## config.mk

```make
export PLATFORM = sky130hd
export DESIGN_NAME = generador_tono
export DESIGN_NICKNAME = d
export VERILOG_FILES = /design/src/rtl/generador_tono_pkg.sv /design/src/rtl/divisor_tono.sv /design/src/rtl/generador_tono.sv
export SDC_FILE = /design/constraint.sdc
export NUM_CORES = 1
export LEC_CHECK = 0
export BUFFER_PORTS_ARGS = -buffer_cell sky130_fd_sc_hd__buf_4
export CAP_MARGIN = 10
export CELL_PAD_IN_SITES_DETAIL_PLACEMENT = 0
export CELL_PAD_IN_SITES_GLOBAL_PLACEMENT = 1
export CORE_MARGIN = 2
export CORE_UTILIZATION = 47
export CTS_CLUSTER_SIZE = 24
export DETAILED_ROUTE_END_ITERATION = 7
export PLACE_DENSITY = 0.82
export SLEW_MARGIN = 30
export SYNTH_ARGS = -nofsm -noshare
export SYNTH_HDL_FRONTEND = slang
export SYNTH_SLANG_ARGS = --single-unit
```

## constraint.sdc

```tcl
create_clock -name clk -period 4.35 [get_ports clk]
set_input_delay 0.6525 -clock clk [delete_from_list [all_inputs] [get_ports clk]]
set_output_delay 0.6525 -clock clk [all_outputs]
set_load 0.02 [all_outputs]
```

## src/rtl/generador_tono_pkg.sv

```systemverilog
// generador_tono_pkg
// Shared definitions for the tone generator and sibling audio blocks:
// FSM state encoding, default timing parameters and the system clock rate.
package generador_tono_pkg;

  typedef enum logic [1:0] {
    IDLE = 2'd0,
    LOAD = 2'd1,
    PLAY = 2'd2,
    GAP  = 2'd3
  } state_t;

  localparam int unsigned CNT_W         = 32;
  localparam int unsigned CLK_HZ        = 12_000_000;
  localparam int unsigned NOTE_CYC_DEF  = 3_600_000;  // 300 ms @ 12 MHz
  localparam int unsigned GAP_CYC_DEF   = 600_000;    // 50 ms @ 12 MHz
  localparam int unsigned LOAD_WAIT_DEF = 2;          // covers two upstream register stages

endpackage

```

## src/rtl/divisor_tono.sv

```systemverilog
// divisor_tono
// Loadable half-period counter driving a square wave.
// Ports:
//   clk, reset      system clock, async active-high reset
//   i_load          latch i_div into the held divisor this cycle
//   i_div           half-period in clk cycles, 0 = rest
//   i_clear         clear counter and force the wave low (wins over i_run)
//   i_run           advance the counter this cycle
//   o_spk           square-wave output (registered)
module divisor_tono
  import generador_tono_pkg::*;
(
  input  logic             clk,
  input  logic             reset,
  input  logic             i_load,
  input  logic [CNT_W-1:0] i_div,
  input  logic             i_clear,
  input  logic             i_run,
  output logic             o_spk
);

  logic [CNT_W-1:0] r_div_q;
  logic [CNT_W-1:0] r_hc;
  logic             r_spk;

  always_ff @(posedge clk or posedge reset) begin
    if (reset) begin
      r_div_q <= '0;
      r_hc    <= '0;
      r_spk   <= 1'b0;
    end else begin
      if (i_load) begin
        r_div_q <= i_div;
      end
      if (i_clear) begin
        r_hc  <= '0;
        r_spk <= 1'b0;
      end else if (i_run && (r_div_q != '0)) begin
        // Guarding on a non-zero divisor keeps r_div_q-1 from wrapping;
        // a rest simply leaves hc at 0 and the wave low.
        if (r_hc == (r_div_q - 1'b1)) begin
          r_hc  <= '0;
          r_spk <= ~r_spk;
        end else begin
          r_hc <= r_hc + 1'b1;
        end
      end
    end
  end

  assign o_spk = r_spk;

endmodule

```

## src/rtl/generador_tono.sv

```systemverilog
// generador_tono
// Turns the per-note half-period divisor into a buzzer square wave and
// paces the melody: LOAD (wait for upstream), PLAY (tone), GAP (silence),
// then a one-cycle note_tick so the sequencer advances.
//
// state | meaning
// IDLE  | stopped, waiting for enable
// LOAD  | waiting LOAD_WAIT cycles for divisor, latched on the last one
// PLAY  | tone output for NOTE_CYC cycles
// GAP   | silent GAP_CYC cycles, note_tick on the last one
//
// Ports:
//   clk, reset      12 MHz system clock, async active-high reset
//   i_enable        run melody; 0 aborts to IDLE
//   i_divisor       half-period in clk cycles, 0 = rest
//   o_spk           square-wave speaker drive
//   o_note_tick     one-cycle request for the next note
//   o_playing       high while in PLAY
module generador_tono
  import generador_tono_pkg::*;
#(
  parameter int unsigned NOTE_CYC  = NOTE_CYC_DEF,
  parameter int unsigned GAP_CYC   = GAP_CYC_DEF,
  parameter int unsigned LOAD_WAIT = LOAD_WAIT_DEF
) (
  input  logic             clk,
  input  logic             reset,
  input  logic             i_enable,
  input  logic [CNT_W-1:0] i_divisor,
  output logic             o_spk,
  output logic             o_note_tick,
  output logic             o_playing
);

  localparam logic [CNT_W-1:0] L_NOTE_M1 = CNT_W'(NOTE_CYC - 1);
  localparam logic [CNT_W-1:0] L_GAP_M1  = CNT_W'(GAP_CYC - 1);
  localparam logic [CNT_W-1:0] L_LOAD_M1 = CNT_W'(LOAD_WAIT - 1);

  state_t           r_state;
  state_t           w_state_nxt;
  logic [CNT_W-1:0] r_cnt;
  logic [CNT_W-1:0] w_cnt_nxt;
  logic             r_tick;
  logic             r_playing;
  logic             w_load;
  logic             w_run;
  logic             w_clear;
  logic             w_spk;

  always_ff @(posedge clk or posedge reset) begin
    if (reset) begin
      r_state   <= IDLE;
      r_cnt     <= '0;
      r_tick    <= 1'b0;
      r_playing <= 1'b0;
    end else begin
      r_state   <= w_state_nxt;
      r_cnt     <= w_cnt_nxt;
      // Outputs are registered from the next-state view so they line up
      // exactly with the state they describe.
      r_playing <= (w_state_nxt == PLAY);
      r_tick    <= (w_state_nxt == GAP) && (w_cnt_nxt == L_GAP_M1);
    end
  end

  always_comb begin
    w_state_nxt = r_state;
    case (r_state)
      IDLE: if (i_enable) w_state_nxt = LOAD;
      LOAD: begin
        if (!i_enable)               w_state_nxt = IDLE;
        else if (r_cnt == L_LOAD_M1) w_state_nxt = PLAY;
      end
      PLAY: begin
        if (!i_enable)               w_state_nxt = IDLE;
        else if (r_cnt == L_NOTE_M1) w_state_nxt = GAP;
      end
      GAP: begin
        if (!i_enable)               w_state_nxt = IDLE;
        else if (r_cnt == L_GAP_M1)  w_state_nxt = LOAD;
      end
      default: w_state_nxt = IDLE;
    endcase

    // One shared counter: restarts on every state change, idles at 0.
    if ((w_state_nxt != r_state) || (w_state_nxt == IDLE)) begin
      w_cnt_nxt = '0;
    end else begin
      w_cnt_nxt = r_cnt + 1'b1;
    end
  end

  // Tone counter only runs while staying in PLAY; every other transition
  // (entry, exit to GAP, abort) clears it and forces the wave low.
  assign w_load  = (r_state == LOAD) && (w_state_nxt == PLAY);
  assign w_run   = (r_state == PLAY) && (w_state_nxt == PLAY);
  assign w_clear = !w_run;

  divisor_tono u_divisor_tono (
    .clk     (clk),
    .reset   (reset),
    .i_load  (w_load),
    .i_div   (i_divisor),
    .i_clear (w_clear),
    .i_run   (w_run),
    .o_spk   (w_spk)
  );

  assign o_spk       = w_spk;
  assign o_note_tick = r_tick;
  assign o_playing   = r_playing;

endmodule

```

==> impl_results.rst <==
.. list-table::
   :header-rows: 1

   * - Metric
     - Value
   * - Max Clock Skew
     - 0.0115 ns
   * - Sequential share of the synthesized area
     - 39.1%
   * - Number of I/O port buffers
     - 37
   * - Critical Path, Cell by Cell
     - nor4_1 -> nand4_1 -> or3_1 -> a2111oi_0 -> nand4_1 -> or4_4 -> or4b_1 -> nand2_1
   * - HPWL after detailed placement
     - 12000 um
   * - Clock-pin slew on the worst setup and hold paths
     - 0.07 ns
   * - Detailed-router iteration count before antenna repair
     - 7
   * - Internal power component
     - 1990 uW
   * - Die Outline Area
     - 14700 um^2
   * - CP Max Fanout
     - 17
   * - Clock share of power
     - 26.7%
   * - Synthesized net count
     - 824
   * - Max-cap check violation count
     - 0
   * - Unrepaired setup endpoints after global routing
     - no
   * - Synth Flop Type
     - dfrtp_1
   * - # setup viols final
     - 0
   * - Final TNS setup
     - 0 ns
   * - Buf+Inv Stages, Crit Path
     - 0
   * - Cells after Synth
     - 784
   * - Fraction of the core area covered by cells at the end of the flow
     - 53.9%
   * - Dominant combinational cell family by area after synthesis
     - simple AND/OR/NAND/NOR gates
   * - Post-synthesis simple-gate area fraction
     - 35.3%
   * - RD Place Congestion
     - 0.945
   * - Launch point of the worst reg-to-reg path
     - u_divisor_tono.r_div_q[11]
   * - Vertical die dimension
     - 121 um
   * - Path category of the worst min-delay check
     - in2async
   * - Startpoint Class
     - flop
   * - Die extent in x
     - 121 um
   * - Number of antenna violations at the first check in global routing
     - 0
   * - Area of the mapped netlist
     - 6470 um^2
   * - Net count, final
     - 835
   * - Worst-Skew Late Latency
     - 0.36 ns
   * - Capturing element type of the critical path
     - flop
   * - Share of flip-flops with an asynchronous set or reset after synthesis
     - 100%
   * - Max-slew violation count
     - 0
   * - Mux cell area share after synthesis
     - 0.774%
   * - Critical Path Slowest Stage Cell
     - nor4_1
   * - Maximum single-stage delay on the critical path
     - 0.72 ns
   * - Core Box Area
     - 13300 um^2
   * - Switching power total
     - 1270 uW
   * - Global-route wire length before repair
     - 27800 um
   * - Count of cells resized by post-cts repair
     - 0
   * - Combinational share of power
     - 31.7%
   * - Buffer levels on the longest clock path
     - 2
   * - Achievable Freq
     - 259 MHz
   * - Endpoint required time on the critical path
     - 4.65 ns
   * - Adder and majority cell fraction of the synthesized area
     - 0.967%
   * - Initial standard-cell utilization of the core
     - 48.5%
   * - Power density relative to cell area
     - 453 nW/um^2
   * - Actual transition at the worst max-transition pin
     - 0.778 ns
   * - Number of global-route vias before repair
     - 5479
   * - Mean Syn Cell Area
     - 8.25 um^2
   * - Arrival time reported for the critical path endpoint
     - 4.15 ns
   * - Sequential share of power
     - 41.6%
   * - Worst reg2reg path endpoint
     - u_divisor_tono.o_spk
   * - Maximum vdd ir drop
     - 0.277 mV
   * - Complex-gate fraction of the synthesized area
     - 8.43%
   * - P_leak
     - 0.00303 uW
   * - Vias per cell
     - 5.84
   * - Total wire length after detailed routing
     - 16700 um
   * - Antenna Diode Count
     - 0
   * - Result of the run
     - finished clean
   * - Switching Fraction
     - 39.0%
   * - Drt first-iter violations
     - 451
   * - TritonCTS Sinks
     - 101
   * - Number of buffers inserted to repair setup after CTS
     - 0
   * - Count of vias placed by the detailed router
     - 5697
   * - Critical path's most frequent cell
     - nand4_1
   * - Fin. Hold Viols
     - 0
   * - Register bit count reported by yosys
     - 101
   * - Worst setup path class
     - reg2reg
   * - Synth Area in XOR/XNOR
     - 11.6%
   * - Leading cell type in the layout, fill and taps excluded
     - nand2_1
   * - Hold-fix buffers, CTS
     - 0
   * - Flop2flop setup slack
     - 0.49 ns
   * - Count of nets left with antenna violations after detail routing
     - 0
   * - Ratio of cells with drive above 1 in the final layout
     - 10.6%
   * - Top delay family on crit path
     - simple AND/OR/NAND/NOR gates
   * - Time the worst path needs with I/O delays and setup
     - 3.86 ns
   * - TritonCTS buffer count
     - 9
   * - Number of I/O pins
     - 38
   * - CTS tree
     - done
   * - Cell count of the worst reg-to-reg path
     - 8
   * - Area Growth Syn to Fin
     - 11.3%
   * - Number of flops mapped to enable cells by yosys
     - 0
   * - Global-route congestion overflow total
     - 0
   * - Post-synth cell types
     - 62
   * - Relative slew slack
     - 47.7%
   * - Total of warnings raised by yosys
     - 0
   * - Number of placement rows
     - 42
   * - GRT Util Overall
     - 24.1%
   * - Routed wire length per instance
     - 17.1 um
   * - H-tree depth reported by CTS
     - 3
   * - Pin count of the biggest net entering global routing
     - 75
   * - Library cell used as clock root buffer
     - clkbuf_16
   * - Post-route DRC
     - 0
   * - Share of the clock period used by the worst path after layout
     - 88.6%
   * - Commonest non-fill, non-tap cells in the layout
     - nand2_1, dfrtp_1, nor2_1
## flip-flops by register name, summed over array words and instances, names as in the netlist
signal	flops
r_cnt	32
u_divisor_tono.r_div_q	32
u_divisor_tono.r_hc	32
r_state	2
o_note_tick	1
o_playing	1
u_divisor_tono.o_spk	1
## Yosys cell counts (all sizes together) (5+ instances only)
library cell,n,area share (%)
nand3,32,2.6
or2,7,0.68
and4,7,0.95
nand4,22,2.1
a21oi,14,1.3
nor2b,6,0.58
nor2,70,4.1
inv,10,0.58
o21ai,27,2.1
nor3b,6,0.70
clkbuf,42,2.4
nor4b,7,0.95
buf,8,0.79
dfrtp,101,39
mux2i,5,0.77
a31oi,6,0.58
nand2,157,9.1
or3,25,2.5
and3,18,1.7
nor3,23,1.8
nand4b,5,0.68
ha,5,0.97
o211ai,6,0.70
or4,13,1.6
and2,7,0.68
xnor2,52,7.0
xor2,34,4.6
nor4,30,3.2
## layer usage
metal | GRT usage [%] | routed length, um
met4 | 5.68 | 144
met1 | 34.3 | 8110
met5 | 0 | 0
met3 | 6.39 | 815
met2 | 36.6 | 7590
## cells by family (layout without fill, tap and decap cells)
kind of cell / after synthesis / in the layout
and+or+nand+nor: 446 / 446
DFF: 101 / 101
xor gates and xnor gates: 86 / 86
AOI/OAI and AO/OA: 81 / 81
buffers and inverters: 60 / 76
adders and majority gates: 5 / 5
muxes: 5 / 5
## power groups by stage
stage | clock (uW) | sequential [uW] | combinational, uW
after global placement | 0 | 1360 | 1020
final | 870 | 1360 | 1030
after global routing | 927 | 1390 | 1170
after detailed placement | 0 | 1370 | 1030
after CTS | 888 | 1350 | 1040
after floorplan | 0 | 1240 | 847
## cell type report
| class | count | area (um^2) |
|---|---|---|
| Fill cell | 1244 | 6150 |
| Multi-Input combinational cell | 623 | 3710 |
| Sequential cell | 101 | 2530 |
| Timing Repair Buffer | 50 | 388 |
| Clock buffer | 10 | 239 |
| Tap cell | 176 | 220 |
| Clock inverter | 6 | 76.3 |
| Inverter | 10 | 42.5 |
## stage by stage
step	std cells	instance area [um^2]	hold WS [ns]	power, uW	setup slack, ns
2_1_floorplan	784	6470	0.481	2090	0.807
3_3_place_gp	959	6860	0.507	2380	0.537
5_1_grt	976	7200	0.468	3490	0.136
3_5_place_dp	959	6860	0.520	2400	0.423
6_report	976	7200	0.404	3260	0.494
4_1_cts	975	7180	0.476	3280	0.411
## worst max-delay path by stage
stage,from,to,cells after the start
global route,u_divisor_tono.r_div_q[0],u_divisor_tono.o_spk,10
floorplan,u_divisor_tono.r_div_q[0],u_divisor_tono.o_spk,11
CTS,u_divisor_tono.r_div_q[11],u_divisor_tono.r_hc[27],8
finish,u_divisor_tono.r_div_q[11],u_divisor_tono.o_spk,8
global placement,u_divisor_tono.r_div_q[2],u_divisor_tono.r_hc[16],8
detailed placement,u_divisor_tono.r_div_q[0],u_divisor_tono.r_hc[31],10
Note: power is estimated with default switching activity, not from simulation.
